### src/rtl/ctrl_pkg.sv
// Shared opcode, encoding and per-stage control bundle definitions
// for the pipelined RV32I main control unit.
package ctrl_pkg;

    localparam logic [6:0] R_TYPE = 7'b0110011;
    localparam logic [6:0] LW     = 7'b0000011;
    localparam logic [6:0] SW     = 7'b0100011;
    localparam logic [6:0] BR     = 7'b1100011;
    localparam logic [6:0] IMM    = 7'b0010011;
    localparam logic [6:0] JAL    = 7'b1101111;
    localparam logic [6:0] JALR   = 7'b1100111;
    localparam logic [6:0] LUI    = 7'b0110111;
    localparam logic [6:0] AUIPC  = 7'b0010111;

    localparam logic [1:0] MTR_ALU = 2'b00;
    localparam logic [1:0] MTR_MEM = 2'b01;
    localparam logic [1:0] MTR_PC4 = 2'b10;
    localparam logic [1:0] MTR_IMM = 2'b11;

    localparam logic [1:0] ALUOP_ADD = 2'b00;
    localparam logic [1:0] ALUOP_BR  = 2'b01;
    localparam logic [1:0] ALUOP_R   = 2'b10;
    localparam logic [1:0] ALUOP_I   = 2'b11;

    typedef struct packed {
        logic       alusrc;
        logic       alusrca;
        logic [1:0] aluop;
        logic       branch;
        logic       jump;
        logic       jumpr;
        logic       illegal;
    } ex_ctrl_t;

    typedef struct packed {
        logic mem_read;
        logic mem_write;
    } mem_ctrl_t;

    typedef struct packed {
        logic       regwrite;
        logic [1:0] memtoreg;
    } wb_ctrl_t;

    localparam ex_ctrl_t  EX_ZERO  = '0;
    localparam mem_ctrl_t MEM_ZERO = '0;
    localparam wb_ctrl_t  WB_ZERO  = '0;

endpackage

### src/rtl/hazard_unit.sv
// Combinational load-use detector: a load in EX whose destination feeds
// the instruction in ID forces a one-cycle stall unless EX redirects.
module hazard_unit #(
    parameter int REG_ADDR_W = 5,
    parameter bit EN_HAZARD  = 1'b1
) (
    input  logic                  id_valid,
    input  logic                  rs1_used,
    input  logic                  rs2_used,
    input  logic [REG_ADDR_W-1:0] id_rs1,
    input  logic [REG_ADDR_W-1:0] id_rs2,
    input  logic                  ex_mem_read,
    input  logic [REG_ADDR_W-1:0] ex_rd,
    input  logic                  ex_redirect,
    output logic                  stall
);

    logic hit;

    assign hit = ex_mem_read && (ex_rd != '0) &&
                 ((rs1_used && (ex_rd == id_rs1)) || (rs2_used && (ex_rd == id_rs2)));

    // A redirect kills the ID instruction anyway, so it must not also freeze the front end.
    assign stall = EN_HAZARD && id_valid && hit && !ex_redirect;

endmodule

### src/rtl/pipelined_controller.sv
// Main control unit for the 5-stage RV32I core: decodes ID, detects load-use,
// and carries the control bundle through the ID/EX, EX/MEM and MEM/WB registers.
module pipelined_controller
    import ctrl_pkg::*;
#(
    parameter int REG_ADDR_W = 5,
    parameter bit EN_UPPER   = 1'b1,
    parameter bit EN_HAZARD  = 1'b1
) (
    input  logic                  clk,
    input  logic                  reset,
    input  logic                  id_valid,
    input  logic [6:0]            id_opcode,
    input  logic [REG_ADDR_W-1:0] id_rs1,
    input  logic [REG_ADDR_W-1:0] id_rs2,
    input  logic [REG_ADDR_W-1:0] id_rd,
    input  logic                  ex_redirect,
    output logic                  stall,
    output logic                  flush_ifid,
    output logic                  ex_alusrc,
    output logic                  ex_alusrca,
    output logic [1:0]            ex_aluop,
    output logic                  ex_branch,
    output logic                  ex_jump,
    output logic                  ex_jumpr,
    output logic                  ex_illegal,
    output logic                  mem_read,
    output logic                  mem_write,
    output logic                  wb_regwrite,
    output logic [1:0]            wb_memtoreg,
    output logic [REG_ADDR_W-1:0] ex_rd,
    output logic [REG_ADDR_W-1:0] mem_rd,
    output logic [REG_ADDR_W-1:0] wb_rd
);

    ex_ctrl_t              ex_d;
    mem_ctrl_t             mem_d;
    wb_ctrl_t              wb_d;
    logic [REG_ADDR_W-1:0] rd_d;
    logic                  rs1_used;
    logic                  rs2_used;

    ex_ctrl_t              ex_e;
    mem_ctrl_t             mem_e;
    wb_ctrl_t              wb_e;
    logic [REG_ADDR_W-1:0] rd_e;
    mem_ctrl_t             mem_m;
    wb_ctrl_t              wb_m;
    logic [REG_ADDR_W-1:0] rd_m;
    wb_ctrl_t              wb_w;
    logic [REG_ADDR_W-1:0] rd_w;

    always_comb begin
        ex_d     = EX_ZERO;
        mem_d    = MEM_ZERO;
        wb_d     = WB_ZERO;
        rs1_used = 1'b0;
        rs2_used = 1'b0;
        rd_d     = id_valid ? id_rd : '0;
        if (id_valid) begin
            case (id_opcode)
                R_TYPE: begin
                    ex_d.aluop = ALUOP_R; wb_d.regwrite = 1'b1;
                    rs1_used = 1'b1; rs2_used = 1'b1;
                end
                LW: begin
                    ex_d.alusrc = 1'b1; mem_d.mem_read = 1'b1;
                    wb_d.regwrite = 1'b1; wb_d.memtoreg = MTR_MEM; rs1_used = 1'b1;
                end
                SW: begin
                    ex_d.alusrc = 1'b1; mem_d.mem_write = 1'b1;
                    rs1_used = 1'b1; rs2_used = 1'b1;
                end
                BR: begin
                    ex_d.branch = 1'b1; ex_d.aluop = ALUOP_BR;
                    rs1_used = 1'b1; rs2_used = 1'b1;
                end
                IMM: begin
                    ex_d.alusrc = 1'b1; ex_d.aluop = ALUOP_I;
                    wb_d.regwrite = 1'b1; rs1_used = 1'b1;
                end
                JAL: begin
                    ex_d.jump = 1'b1; wb_d.regwrite = 1'b1; wb_d.memtoreg = MTR_PC4;
                end
                JALR: begin
                    ex_d.jumpr = 1'b1; ex_d.alusrc = 1'b1;
                    wb_d.regwrite = 1'b1; wb_d.memtoreg = MTR_PC4; rs1_used = 1'b1;
                end
                LUI: begin
                    if (EN_UPPER) begin
                        ex_d.alusrc = 1'b1; wb_d.regwrite = 1'b1; wb_d.memtoreg = MTR_IMM;
                    end else begin
                        ex_d.illegal = 1'b1;
                    end
                end
                AUIPC: begin
                    if (EN_UPPER) begin
                        ex_d.alusrc = 1'b1; ex_d.alusrca = 1'b1;
                        wb_d.regwrite = 1'b1; wb_d.memtoreg = MTR_ALU;
                    end else begin
                        ex_d.illegal = 1'b1;
                    end
                end
                default: ex_d.illegal = 1'b1;
            endcase
        end
    end

    hazard_unit #(
        .REG_ADDR_W (REG_ADDR_W),
        .EN_HAZARD  (EN_HAZARD)
    ) u_hazard (
        .id_valid    (id_valid),
        .rs1_used    (rs1_used),
        .rs2_used    (rs2_used),
        .id_rs1      (id_rs1),
        .id_rs2      (id_rs2),
        .ex_mem_read (mem_e.mem_read),
        .ex_rd       (rd_e),
        .ex_redirect (ex_redirect),
        .stall       (stall)
    );

    always_ff @(posedge clk or posedge reset) begin
        if (reset) begin
            ex_e  <= EX_ZERO;
            mem_e <= MEM_ZERO;
            wb_e  <= WB_ZERO;
            rd_e  <= '0;
            mem_m <= MEM_ZERO;
            wb_m  <= WB_ZERO;
            rd_m  <= '0;
            wb_w  <= WB_ZERO;
            rd_w  <= '0;
        end else begin
            if (ex_redirect || stall) begin
                ex_e  <= EX_ZERO;
                mem_e <= MEM_ZERO;
                wb_e  <= WB_ZERO;
                rd_e  <= '0;
            end else begin
                ex_e  <= ex_d;
                mem_e <= mem_d;
                wb_e  <= wb_d;
                rd_e  <= rd_d;
            end
            mem_m <= mem_e;
            wb_m  <= wb_e;
            rd_m  <= rd_e;
            wb_w  <= wb_m;
            rd_w  <= rd_m;
        end
    end

    // Gated so every output reads 0 while reset is held, even with a redirect pending.
    assign flush_ifid  = ex_redirect && !reset;
    assign ex_alusrc   = ex_e.alusrc;
    assign ex_alusrca  = ex_e.alusrca;
    assign ex_aluop    = ex_e.aluop;
    assign ex_branch   = ex_e.branch;
    assign ex_jump     = ex_e.jump;
    assign ex_jumpr    = ex_e.jumpr;
    assign ex_illegal  = ex_e.illegal;
    assign ex_rd       = rd_e;
    assign mem_read    = mem_m.mem_read;
    assign mem_write   = mem_m.mem_write;
    assign mem_rd      = rd_m;
    assign wb_regwrite = wb_w.regwrite && (rd_w != '0);
    assign wb_memtoreg = wb_w.memtoreg;
    assign wb_rd       = rd_w;

endmodule

### config.mk
export PLATFORM = sky130hd
export DESIGN_NAME = pipelined_controller
export DESIGN_NICKNAME = d
export VERILOG_FILES = /design/src/rtl/ctrl_pkg.sv /design/src/rtl/hazard_unit.sv /design/src/rtl/pipelined_controller.sv
export SDC_FILE = /design/constraint.sdc
export NUM_CORES = 1
export LEC_CHECK = 0
export ABC_AREA = 0
export BUFFER_PORTS_ARGS = -buffer_cell sky130_fd_sc_hd__buf_2
export CORE_MARGIN = 5
export CORE_UTILIZATION = 33
export CTS_BUF_LIST = sky130_fd_sc_hd__clkbuf_4
export DETAILED_ROUTE_END_ITERATION = 16
export PLACE_DENSITY = 0.7
export SLEW_MARGIN = 5
export SYNTH_ARGS = -nofsm -noshare
export SYNTH_HDL_FRONTEND = slang
export SYNTH_SLANG_ARGS = --single-unit
### constraint.sdc
create_clock -name clk -period 3.1 [get_ports clk]
set_input_delay 0.31 -clock clk [delete_from_list [all_inputs] [get_ports clk]]
set_output_delay 0.31 -clock clk [all_outputs]
set_load 0.05 [all_outputs]
# After elaboration in Yosys (flattened, before gate mapping)
# Index checks and enable logic that the tools add are counted.
# totals
ff_bits,36
inputBits,26
out_inout_bits,30
wordCells,74
# op_classes
n_eq_ne,11
n_mux,23
n_reduce_logical,20
# op_table
op,count
7-bit by 6-bit == test with 1-bit output (second input constant),3
7-bit == test (second input constant),3
8-bit 2-to-1 mux,2
7-bit by 5-bit == test with 1-bit output (second input constant),2
1-bit 2-to-1 mux,13
2-bit case mux with 3 select lines,2
6-bit OR reduction,2
5-bit == test,2
5-bit 2-to-1 mux,2
5-bit nonzero test,2
9-bit OR reduction,1
1-bit logical AND,8
7-bit by 2-bit == test with 1-bit output (second input constant),1
7-bit OR reduction,1
3-bit 2-to-1 mux,2
2-bit 2-to-1 mux,2
3-bit OR reduction,1
1-bit logical NOT,2
1-bit logical OR,2
2-bit OR reduction,1

# Logic depth before layout (Yosys ltp)
# Gate-level depths: netlist of the first run.
# depth
depth_word,11
depth_mapped,7

# Hierarchy
# Synthesis of the first run repeated with hierarchy kept, for this count alone.
# unflattened
cells_unflattened,113
area_unflattened_um2,1445.1
# by_module_without_submodules
mod,n_inst,cells_per_inst,area_per_inst_um2
pipelined_controller,1,94,1303.8
hazard_unit,1,19,141.4

# Worst setup path after synthesis of the first run
# Ideal clock, no wire load.
# synth_path
kind,register to output
start,"register rd_e[1], in the netlist ex_rd[1]"
end,output stall
t_arrival_ns,1.983
required_time_ns,2.790
slack_ns,0.807
stages_incl_launch_ff,6
cell_sequence,dfrtp_1 xor2_1 nor4_2 nand4_1 a21oi_4 and2_1
# synth_between
elab_chain_len,6
# synth_rtl
item,line,source
from (decl),pipelined_controller.sv:46,logic [REG_ADDR_W-1:0] rd_e;
from (signal assigned),pipelined_controller.sv:145,rd_e <= rd_d;
5-bit == test,hazard_unit.sv:21,((rs1_used && (ex_rd == id_rs1)) || (rs2_used && (ex_rd == id_rs2)));
1-bit logical AND,hazard_unit.sv:21,
1-bit logical OR,hazard_unit.sv:21,
1-bit logical AND *,hazard_unit.sv:20,assign hit = ex_mem_read && (ex_rd != '0) &&
1-bit logical AND * (2 in series),hazard_unit.sv:24,assign stall = EN_HAZARD && id_valid && hit && !ex_redirect;
to (decl),pipelined_controller.sv:18,"output logic stall,"
# Mark *: on every way between the ends. The rest lies on a longest branch, timed or not.

# Worst setup path in the final report of the first run
# Same ends and word-level chain as after synthesis.

==> reports/metrics.yaml, run 1 <==
sta:
  setup_viol: 0
  finalSetupTns_ps: 0
  rsz0062_at_grt: "false"
  worst_pin_slew_ps: 783
  hold_violations: 0
  max_clock_freq_mhz: 373
  slew-limit-headroom: 0.477
  slew_violations: 0
  fin_worst_skew_ps: 4.66
  min_period_over_period: 0.865
  finalCriticalPeriod_ps: 2680
cells_and_area:
  drive_gt1_frac: 0.397
  nets: 209
  num-fill-cells: 426
  areaGrowthSynthToFinish_pct: 25.7
  antennaDiodeCount: 0
drt:
  viasPerCell: 4.72
  firstDrtPassIters: 4
  drc: 0
  drt-initial-drc-count: 43
  wl_mm: 3.23
  via_count: 1114
  antenna_left: 0
  wl_per_cell_um: 13.7
cts:
  clock_latency_ps: 330
  clockRootBuffer: "clkbuf_4"
  cts-resized-gates: 0
  cts_setup_buffers: 0
  htreeDepth: 2
  path_clk_slew_ps: 100
  cts.sink_count: 36
  cts_buffers: 5
  clock_path_buffers: 2
  cts_hold_buf: 0
  cts_tree: "done"
setup_path:
  critPathLaunch: "ex_rd[1]"
  critPathTopFamily: "simple AND/OR/NAND/NOR gates"
  path_max_fanout: 15
  path_cells: "xor2_1, nor4_2, nand4_1, a21oi_4, and2_1, buf_2"
  critical_path_class: "flop to output port"
  slowest_delay_ps: 480
  cp.arrival_ps: 2370
  worst-path-buf-inv: 1
  startpoint_type: "flop"
  cp-end-kind: "output port"
  worstPathRequired_ps: 2790
  r2r_start: "ex_rd[1]"
  cpMaxStageDelayCell: "dfrtp_1"
logic_synthesis:
  ys_warn_count: 0
  yosys-top-cells-count: "dfrtp_1 (36), nor2_1 (13), nand2_1 (10)"
  avgSynthCellArea_sq_um: 11.5
  yosysSeqAreaShare: 0.612
  synth_top_area_share: 0.612
  synth_cell_types: 31
  syn-cell-area_sq_um: 1470
  synth_nets: 154
  yosysMostFrequentCell: "dfrtp_1"
  synth_flop_cell: "dfrtp_1"
  synth_top_area_cell: "dfrtp_1"
  ys_ff_latch: 36
  async_flop_share: 1.00
  synth_edf_count: 0
  yosys-top-cells-area: "dfrtp_1 (61%), xor2_1 (5.4%), nor2_1 (3.3%), nand3_1 (2.7%), nor3_2 (2.7%)"
  syn_inst: 128
global_routing:
  antenna_found_initial: 0
  globalRouteOverflowTotal: 0
  first_global_vias: 1126
  grt_pass1_wl_mm: 5.56
  grt_usage: 0.118
  grt_max_degree: 37
floorplanning:
  io_pins: 56
  fp.dieH_um: 76.8
  initial_core_util: 0.338
  num_rows: 24
  fp.dieW_um: 76.8
  die_area_sq_um: 5900
  fp.coreArea_sq_um: 4350
placement:
  dpl.hpwl_mm: 2.50
  io_buffers: 55
  gp_congestion: 0.857
outcome:
  run_status: "complete, no violations"
power:
  peakVddDrop_mv: 0.227
  p_leak_nw: 1.00
  p_total_w: 0.000927
  powerDensity_nw_per_um2: 501
flow_run:
  maxCapViolations: 0
worst_hold_path:
  hold_class: "input pin to async pin"
-- worst reg2reg max path: cells and delay by family, from the launching register on --
family | cells | cell delay, ps
flip-flops | 1 | 480
AND/OR/NAND/NOR | 3 | 590
AO/OA/AOI/OAI | 1 | 440
XOR/XNOR | 1 | 200
-- power breakdown --
| group | switching, W | internal, W | total [W] |
|---|---|---|---|
| clock | 0.000145 | 0.000178 | 0.000323 |
| combinational | 0.0000839 | 0.0000349 | 0.000119 |
| sequential | 0.00000714 | 0.000478 | 0.000486 |
-- layout by cell type, fill, tap and decap left out, types with 2 or more instances in the layout --
cell	netlist	final
dfrtp_1	36	36
nor4_1	3	3
nor3_2	4	4
nand2b_1	2	2
a211oi_1	2	2
nand4_1	3	3
nand2_1	10	10
buf_2	3	55
nor2b_1	3	3
xor2_1	9	9
clkbuf_4	0	6
a21oi_1	6	6
o21ai_0	5	5
nor2_1	13	13
nand3_1	8	8
inv_1	4	4
-- metal layers --
layer	global-route usage	up-vias	part of all wire
met5	0	-	0
met4	0.0472	0	0.018
met3	0.0480	5	0.087
met2	0.173	54	0.46
met1	0.154	510	0.44
li1	-	545	-
-- state kept, by name, summed over array words and instances, names as in the netlist, 2 cells and up --
register / count
wb_rd: 5
wb_e: 3
mem_rd: 5
wb_memtoreg: 2
wb_m: 3
ex_rd: 5
mem_e: 2
ex_aluop: 2
-- through the flow --
| step | util | hold WS, ps | instance area (sq um) | worst slack [ps] | cells |
|---|---|---|---|---|---|
| CTS | 0.425 | 64.6 | 1850 | 390 | 236 |
| finish | 0.425 | 66.1 | 1850 | 419 | 236 |
| floorplan | - | 331 | 1470 | 807 | 128 |
| global placement | 0.407 | 333 | 1770 | 846 | 228 |
| detailed placement | 0.407 | 336 | 1770 | 787 | 228 |
| global route | 0.425 | 99.0 | 1850 | 244 | 236 |
-- area by class of cell --
class                      count  area (sq um)  share of cell area
clock buffer                   6          45.0              0.0243
clock inverter                 2          35.0              0.0189
inverter                       4          15.0             0.00811
multi-input combinational     80           508               0.274
sequential                    36           901               0.486
tap                           52          65.1              0.0351
timing repair buffer          56           283               0.153
-- path summary, 6_finish.rpt --
path / to / slack (ps) / depth (start not counted)
setup reg to reg: ex_branch / 1270 / 5
setup / recovery: stall / 420 / 6
hold reg to reg: mem_write / 360 / 0
max in group asynchronous: wb_rd[0] / 2730 / 3
min in group clk: ex_illegal / 160 / 2
hold / removal: wb_memtoreg[0] / 70 / 3
-- cell families (layout without fill, tap and decap cells) --
| group | count (synthesis) | after routing | share of synthesized area |
|---|---|---|---|
| compound gates | 18 | 18 | 0.0909 |
| flops | 36 | 36 | 0.612 |
| buf+inv | 12 | 68 | 0.0433 |
| simple gates | 52 | 52 | 0.195 |
| xor+xnor | 10 | 10 | 0.0595 |
Power figures use the tool's default switching activity.
==> run 2, diff against run 1 <==
ABC_AREA = 1   (was 0)
PLACE_DENSITY = 0.69   (was 0.7)
==> reports/metrics.yaml, run 2 <==
outcome:
  run_status: "complete, no violations"
setup_path:
  critical_path_class: "flop to output port"
  cp_common_cell: "nand2_1"
  critPathTopFamily: "simple AND/OR/NAND/NOR gates"
  worstPathRequired_ps: 2790  # about the same
  rr_endpoint: "mem_e[0]"
  slowest_delay_ps: 430  # -50 ps
  cpMaxStageDelayCell: "dfrtp_1"
  startpoint_type: "flop"
  reg2reg_depth: 7  # +2
  cp-end-kind: "output port"
  r2r_slack_ps: 1670  # +400 ps
  r2r_start: "ex_rd[3]"
  path_cells: "inv_1, nand2_1, nand2_1, nor2_1, nand2_1, nor2_1, nand2_1, nand2_2, nand2_4, nor2_1, buf_2"
  cp.arrival_ps: 1740  # -630 ps
  worst-path-buf-inv: 2  # +1
  path_max_fanout: 4  # -11
cells_and_area:
  areaGrowthSynthToFinish_pct: 24.7
  nets: 257  # +23%
  final_common_cell: "buf_2"
  stdcell_count: 286  # +21%
  drive_gt1_frac: 0.379  # -0.0174
  ff_latch_area_sq_um: 901  # unchanged
  antennaDiodeCount: 0  # unchanged
  final_core_utilization: 0.416  # -0.00918
  final_cell_mix: "buf_2 (55), nand2_1 (42), dfrtp_1 (36)"
  multiInputGateArea_sq_um: 549  # +8.1%
  num-fill-cells: 478  # +12%
global_routing:
  antenna_found_initial: 0  # unchanged
  grt_max_degree: 37  # unchanged
  first_global_vias: 1210  # +7.5%
  grt_usage: 0.112  # -0.00575
  grt_pass1_wl_mm: 5.44  # -2.1%
  globalRouteOverflowTotal: 0  # unchanged
sta:
  finalCriticalPeriod_ps: 2050  # -630 ps
  setup_viol: 0  # unchanged
  min_period_over_period: 0.662  # -0.203
  slew_violations: 0  # unchanged
  hold_violations: 0  # unchanged
  finalSetupTns_ps: 0  # unchanged
  slew-limit-headroom: 0.710  # +0.234
  fin_worst_skew_ps: 9.72  # +5.07 ps
  holdWs_ps: 71.9  # +5.79 ps
  worst_pin_slew_ps: 434  # -349 ps
  fin_ws_ps: 1050  # +630 ps
  rsz0062_at_grt: "false"
  max_clock_freq_mhz: 488  # +31%
power:
  peakVddDrop_mv: 0.121  # -47%
  powerDensity_nw_per_um2: 440  # -12%
  p_leak_nw: 1.18  # +18%
placement:
  io_buffers: 55  # unchanged
  dp.cells: 278  # +22%
  gp_congestion: 0.784  # -8.6%
  dpl.hpwl_mm: 2.55  # +1.7%
  pre_cts_ws_ps: 1330  # +546 ps
logic_synthesis:
  synth_cell_types: 23  # -26%
  yosys-top-cells-count: "nand2_1 (42), dfrtp_1 (36), nor2_1 (24)"
  synth_top_area_share: 0.579  # -0.0325
  ys_warn_count: 0  # unchanged
  syn_inst: 171  # +34%
  yosysMostFrequentCell: "nand2_1"
  synth_top_area_cell: "dfrtp_1"
  yosys-top-cells-area: "dfrtp_1 (58%), nand2_1 (10%), nor2_1 (5.8%), nor2_2 (4.8%), inv_1 (4.6%)"
  synth_nets: 197  # +28%
  yosysSeqAreaShare: 0.579  # -0.0325
  ys_ff_latch: 36  # unchanged
  avgSynthCellArea_sq_um: 9.09  # -21%
  synth_flop_cell: "dfrtp_1"
  syn-cell-area_sq_um: 1560  # +5.6%
  synth_edf_count: 0  # unchanged
  async_flop_share: 1.00  # unchanged
drt:
  drc: 0  # unchanged
  drt-initial-drc-count: 38  # -12%
  wl_mm: 3.23  # -0.15%
  wl_per_cell_um: 11.3  # -18%
  firstDrtPassIters: 4  # unchanged
  viasPerCell: 4.38  # -7.2%
  antenna_left: 0  # unchanged
  via_count: 1253  # +12%
floorplanning:
  fp.dieW_um: 78.7  # +2.4%
  die_area_sq_um: 6190  # +4.9%
  fp.coreArea_sq_um: 4660  # +7.0%
  num_rows: 25  # +4.2%
  io_pins: 56  # unchanged
  initial_core_util: 0.334  # -0.00453
  fp.dieH_um: 78.7  # +2.4%
cts:
  cts-resized-gates: 0  # unchanged
  clock_path_buffers: 2  # unchanged
  path_clk_slew_ps: 100  # about the same
  clock_latency_ps: 320  # about the same
  htreeDepth: 2  # unchanged
  cts_setup_buffers: 0  # unchanged
  cts_buffers: 5  # unchanged
  cts.sink_count: 36  # unchanged
  cts_tree: "done"
  clockRootBuffer: "clkbuf_4"
  cts_hold_buf: 0  # unchanged
flow_run:
  maxCapViolations: 0  # unchanged
worst_hold_path:
  hold_class: "input pin to async pin"
run 2: layout make-up:
cell class,count,area share
clock buffer,7,0.0271
clock inverter,1,0.00194
inverter,22,0.0426
multi-input combinational,110,0.283
sequential,36,0.465
tap,54,0.0348
timing repair buffer,56,0.146
run 2: logic make-up after synthesis:
family	share of synthesized area
buffers and inverters	0.0676
AO/OA/AOI/OAI	0.0249
flip-flops	0.579
AND/OR/NAND/NOR	0.328
run 2: worst max-delay path by stage:
stage                       from    end  slack (ps)  depth (start not counted)
global route            ex_rd[3]  stall         850                         10
detailed placement  id_opcode[4]  stall        1330                         10
finish                  ex_rd[1]  stall        1050                         11
CTS                     ex_rd[1]  stall         990                         11
floorplan               ex_rd[0]  stall         830                         10
global placement    id_opcode[4]  stall        1330                         10
run 2: where the power goes:
| group | switching (W) | total (W) | internal, W |
|---|---|---|---|
| Combinational | 0.0000892 | 0.000124 | 0.0000345 |
| Clock | 0.000141 | 0.000246 | 0.000105 |
| Sequential | 0.00000531 | 0.000484 | 0.000479 |
run 2: worst min-delay path: stages:
cell	delay (ps)
buf_2	100
inv_1	50
buf_4	380
run 2: metal layers:
metal  vias to the layer above  wire [um]  GRT usage
li1                        642          -          -
met5                         -          0          0
met2                        43       1550      0.175
met4                         0         28     0.0472
met1                       564       1420      0.143
met3                         4        231     0.0356
run 2: per-stage QoR:
| stage | area [sq um] | power (W) |
|---|---|---|
| floorplan | 1560 | 0.000577 |
| global placement | 1880 | 0.000617 |
| detailed placement | 1880 | 0.000619 |
| CTS | 1940 | 0.000866 |
| global route | 1940 | 0.000893 |
| finish | 1940 | 0.000854 |
